**src/rtl/seq_detect_pkg.sv**
```systemverilog
// Shared types and constants for the parametrised serial pattern detector.
// Holds the detector state enum, the reset-default pattern and the fill-width helper.
package seq_detect_pkg;

   typedef enum logic {
      FILL   = 1'b0,
      DETECT = 1'b1
   } state_t;

   localparam logic [3:0] SEQ_DEF_PAT = 4'b1011;

   function automatic int fill_width(input int pat_w);
      return $clog2(pat_w + 1);
   endfunction

endpackage

```
**src/rtl/seq_match_counter.sv**
```systemverilog
// Saturating match counter: counts inc pulses, sticks at all-ones, clr has priority.
// Latency: count updates on the edge after inc; no backpressure.
module seq_match_counter #(
   parameter int CNT_W = 8
) (
   input  logic             clk,
   input  logic             rst,
   input  logic             inc,
   input  logic             clr,
   output logic [CNT_W-1:0] cnt
);

   always_ff @(posedge clk or negedge rst) begin
      if (!rst) begin
         cnt <= '0;
      end else if (clr) begin
         cnt <= '0;
      end else if (inc && (cnt != {CNT_W{1'b1}})) begin
         cnt <= cnt + 1'b1;
      end
   end

endmodule

```
**src/rtl/seq_detector_param.sv**
```systemverilog
// Serial detector for a runtime-loadable PAT_W-bit pattern (MSB first), overlap selectable.
// Match pulse registered one cycle after the final bit; SEQ_MATCH_COUNT_EN adds a saturating match counter.
module seq_detector_param
   import seq_detect_pkg::*;
#(
   parameter int               PAT_W   = 4,
   parameter logic [PAT_W-1:0] DEF_PAT = PAT_W'(SEQ_DEF_PAT),
   parameter int               CNT_W   = 8
) (
   input  logic                          clk,
   input  logic                          rst,
   input  logic                          in,
   input  logic                          in_valid,
   input  logic                          overlap,
   input  logic                          pat_load,
   input  logic [PAT_W-1:0]              pat_in,
   output logic                          out,
   output logic [fill_width(PAT_W)-1:0]  fill,
   output logic [CNT_W-1:0]              match_cnt
);

   localparam int                FILL_W = fill_width(PAT_W);
   localparam logic [FILL_W-1:0] FULL   = FILL_W'(PAT_W);

   state_t              state, state_nxt;
   logic [PAT_W-1:0]    pattern;
   logic [PAT_W-1:0]    hist, hist_nxt;
   logic [FILL_W-1:0]   fill_nxt;
   logic [FILL_W-1:0]   fill_inc;
   logic                match;

   assign fill_inc = fill + 1'b1;

   always_comb begin
      state_nxt = state;
      hist_nxt  = hist;
      fill_nxt  = fill;
      match     = 1'b0;
      if (pat_load) begin
         state_nxt = FILL;
         hist_nxt  = '0;
         fill_nxt  = '0;
      end else if (in_valid) begin
         hist_nxt = {hist[PAT_W-2:0], in};
         case (state)
            FILL: begin
               fill_nxt  = fill_inc;
               state_nxt = (fill_inc == FULL) ? DETECT : FILL;
            end
            DETECT: fill_nxt = FULL;
            default: begin
               fill_nxt  = '0;
               state_nxt = FILL;
            end
         endcase
         match = (fill_nxt == FULL) && (hist_nxt == pattern);
         // Non-overlapping mode discards the matched bits so the next match needs a fresh window.
         if (match && !overlap) begin
            fill_nxt  = '0;
            state_nxt = FILL;
         end
      end
   end

   always_ff @(posedge clk or negedge rst) begin
      if (!rst) begin
         state <= FILL;
      end else begin
         state <= state_nxt;
      end
   end

   always_ff @(posedge clk or negedge rst) begin
      if (!rst) begin
         pattern <= DEF_PAT;
         hist    <= '0;
         fill    <= '0;
         out     <= 1'b0;
      end else begin
         if (pat_load) begin
            pattern <= pat_in;
         end
         hist <= hist_nxt;
         fill <= fill_nxt;
         out  <= match;
      end
   end

`ifdef SEQ_MATCH_COUNT_EN
   seq_match_counter #(
      .CNT_W (CNT_W)
   ) u_match_counter (
      .clk (clk),
      .rst (rst),
      .inc (out),
      .clr (pat_load),
      .cnt (match_cnt)
   );
`else
   assign match_cnt = '0;
`endif

endmodule

```
**config.mk**
```make
export PLATFORM = sky130hd
export DESIGN_NAME = seq_detector_param
export DESIGN_NICKNAME = d
export VERILOG_FILES = /design/src/rtl/seq_detect_pkg.sv /design/src/rtl/seq_match_counter.sv /design/src/rtl/seq_detector_param.sv
export SDC_FILE = /design/constraint.sdc
export NUM_CORES = 1
export LEC_CHECK = 0
export BUFFER_PORTS_ARGS = -buffer_cell sky130_fd_sc_hd__buf_2
export CAP_MARGIN = 0
export CORE_MARGIN = 5
export CORE_UTILIZATION = 43
export CTS_CLUSTER_DIAMETER = 100
export DETAILED_ROUTE_END_ITERATION = 16
export PLACE_DENSITY = 0.73
export SLEW_MARGIN = 20
export SYNTH_ARGS = -nofsm -noshare
export SYNTH_HDL_FRONTEND = slang
export SYNTH_SLANG_ARGS = --single-unit
```
**constraint.sdc**
```tcl
create_clock -name clk -period 1.1 [get_ports clk]
set_input_delay 0.055 -clock clk [delete_from_list [all_inputs] [get_ports clk]]
set_output_delay 0.055 -clock clk [all_outputs]
set_load 0.02 [all_outputs]
```
==> results by group <==
Power
  – Pwr dens: between 1000 and 1500 mW/mm²
  – Total power: approximately 1.0 mW
  – Switching pwr: 0.248 mW
  – Clock Power Share: 0.334
  – Logic pwr share: 0.170
  – Leak Pwr: 0.386 nW
  – Sw Ratio: 0.247
  – Internal power: 0.756 mW
  – Worst vdd ir: 0.659 mV
  – Reg power frac: 0.496

Final layout
  – Antenna diode count: 0
  – Fin cells: 92
  – Final nets: 89
  – Commonest non-fill, non-tap cell in the layout: buf_2
  – Final instance area: 802 µm²
  – Sequential Area: 307 µm²
  – # fillers: roughly 150
  – Footprint of the multi-input gates: 334 µm²
  – Most frequent cells in the layout: buf_2 (13), conb_1 (8), dfrtp_1 (7)
  – Area Growth Syn to Fin: 22.1%
  – Layout cells sized above 1: 0.461

Worst setup path
  – Required time worst endpoint: around 1.3 ns
  – CP Launch Type: flip-flop
  – Worst EP arrival: around 1.5 ns
  – Worst setup path class: flip-flop to flip-flop
  – Reg-to-reg slack, setup: -0.17 ns
  – Crit path capture type: flip-flop
  – RR Startpoint: fill[0]
  – Max Fanout on Critical Path: 4
  – Reg-to-Reg End: state
  – Reg2Reg Depth: 4

Detailed routing
  – Met2 wire len: 550 µm
  – Met1 wire length: 483 µm
  – Total vias in the final route: 435
  – Drt first pass iters: 2
  – DR vias/cell: 4.73
  – Routed WL per cell: 11.8 µm
  – Uppermost layer routed: met3
  – Number of routed nets with antenna violations: 0
  – Final wirelength: roughly 1100 µm
  – Detailed-route DRC error count: 0
  – Met3 WL: 51 µm
  – DRT iter0 DRCs: 3

Worst hold path
  – Hold EP: pattern[2]
  – Min-Delay Path Class: primary input to flip-flop
  – Min-delay src: pat_in[2]
  – Hold path cells: 2

Floorplanning
  – DIE WIDTH: 49.1 µm
  – Num rows: 14
  – Core Area: 0.00147 mm²
  – Initial core utilization: 0.446
  – Die area: 0.00241 mm²
  – IO Pins: 22
  – Die Ht: roughly 49 µm

Yosys
  – Ys flop type: dfrtp_1
  – Post-Syn Area: 657 µm²
  – Number of flops mapped to enable cells by yosys: 0
  – Ys async rst share: 1.00
  – Seq/Total Area, Yosys: 0.463
  – Yosys cell types: 23
  – Flops & latches, synth: 12
  – Mean post-synth cell area: 11.5 µm²
  – Cell count after synthesis: between 50 and 60
  – Yosys synthesis warning count: 0

STA
  – Unrepaired setup endpoints after global routing: true
  – Setup WS post-layout: -0.166 ns
  – Fin crit share: 1.15
  – Final Max Tran Viols: 0
  – Fmax achieved: 790 MHz
  – Clock Skews: 0.00653 ns
  – Finish-stage setup viols: 3
  – Final hold vios: 0
  – Min cycle time layout: approximately 1.3 ns

Outcome
  – Outcome: finished with violations
  – Failing checks: negative setup slack

Clock tree
  – CTS max path bufs: 2
  – Setup Buffers After CTS: 0
  – CTS tree: done
  – Worst-skew pair later-pin latency: around 0.27 ns
  – Clock slew at reported path FFs: 0.07 ns
  – CTS Root Cell: clkbuf_4
  – CTS Sinks: 12
  – Htree depth: 1
  – CTS buffer count: 3

GRT
  – Pin count of the biggest net entering global routing: 13
  – Tot GR Track Use: 0.101
  – Initial antenna violation count: 0
  – First-pass GRT wire length: 1930 µm
  – Grt total ovfl: 0
  – Vias in the first global route: between 400 and 500

Placement
  – Placed cell area: 737 µm²
  – Hpwl dp: about 900 µm
  – Cells after DPL: between 80 and 90
  – Port bufs: 13
  – Gp weighted congestion: 0.727

Flow run
  – Max Cap Viol: 0
==> cell families after synthesis <==
group                    after synthesis  synth area share
adder cells (fa/ha/maj)                2            0.0381
flip-flops                            12             0.463
XOR/XNOR                               5            0.0667
multiplexers                           8             0.130
AND/OR/NAND/NOR                       13             0.116
other                                  1           0.00571
buffers and inverters                 10             0.116
AO/OA/AOI/OAI                          6            0.0648
==> power by group through the flow <==
stage                     Sequential [mW]  Combinational, mW  Clock, mW
after floorplan                     0.511              0.127          0
after global placement              0.504              0.164          0
after detailed placement            0.506              0.168          0
after CTS                           0.498              0.173      0.353
after global routing                0.501              0.192      0.381
final                               0.498              0.171      0.335
==> worst max-delay path by stage <==
stage | startpoint | end | slack, ns | depth (start not counted)
after CTS | fill[0] | state | -0.18 | 4
after global routing | fill[0] | state | -0.23 | 4
after global placement | fill[0] | state | -0.14 | 4
after detailed placement | fill[0] | state | -0.18 | 4
after floorplan | fill[0] | state | -0.19 | 4
final | fill[0] | state | -0.17 | 4
==> cell usage after synthesis (2+ instances only) <==
master,count,area (µm²)
nor2b_1,2,12.5
nor3b_1,3,22.5
xor2_1,2,17.5
dfstp_2,3,78.8
mux2i_1,4,40.0
dfrtp_1,9,225
mux2_2,4,45.0
xnor2_1,3,26.3
ha_1,2,25.0
nor2_1,5,18.8
buf_4,8,60.1
==> flip-flops by register name, summed over array words and instances (netlist names) <==
signal and flops:
state 1, pattern 4, out 1, hist 3
fill 3
==> layout make-up <==
cell class | count | share of cell area
repair buffers | 18 | 0.131
flip-flops and latches | 12 | 0.382
clock buffers | 4 | 0.0452
multi-input cells | 42 | 0.417
well taps | 16 | 0.0250
==> stage by stage <==
stage	worst slack, ns	utilization	TNS [ns]	hold WS (ns)
finish	-0.166	0.545	-0.455	0.0189
CTS	-0.179	0.543	-0.487	0.0119
global placement	-0.143	0.501	-0.404	-0.0577
detailed placement	-0.183	0.501	-0.521	-0.0591
floorplan	-0.192	-	-0.517	-0.241
global route	-0.229	0.545	-0.659	0.00972
==> what timing repair did <==
item / in CTS / in global routing
resized for setup: 3 / 1
hold buffers: 1 / 0
setup endpoints to repair: 3 / 3
gates cloned: 0 / 0
endpoints found under the hold margin: 12 / 0
pin swaps: 1 / 1
==> worst max-delay path: stages (launching register included) <==
cell and delay, ns:
dfrtp_2 0.44, ha_4 0.27, nor2b_1 0.04, o2111a_1 0.25
a211oi_1 0.19
==> metal layers <==
| layer | vias up | global-route usage |
|---|---|---|
| li1 | 215 | - |
| met1 | 212 | 0.120 |
| met2 | 8 | 0.170 |
| met3 | 0 | 0.0275 |
| met4 | 0 | 0.0404 |
| met5 | - | 0 |
Note: power is estimated with default switching activity, not from simulation.
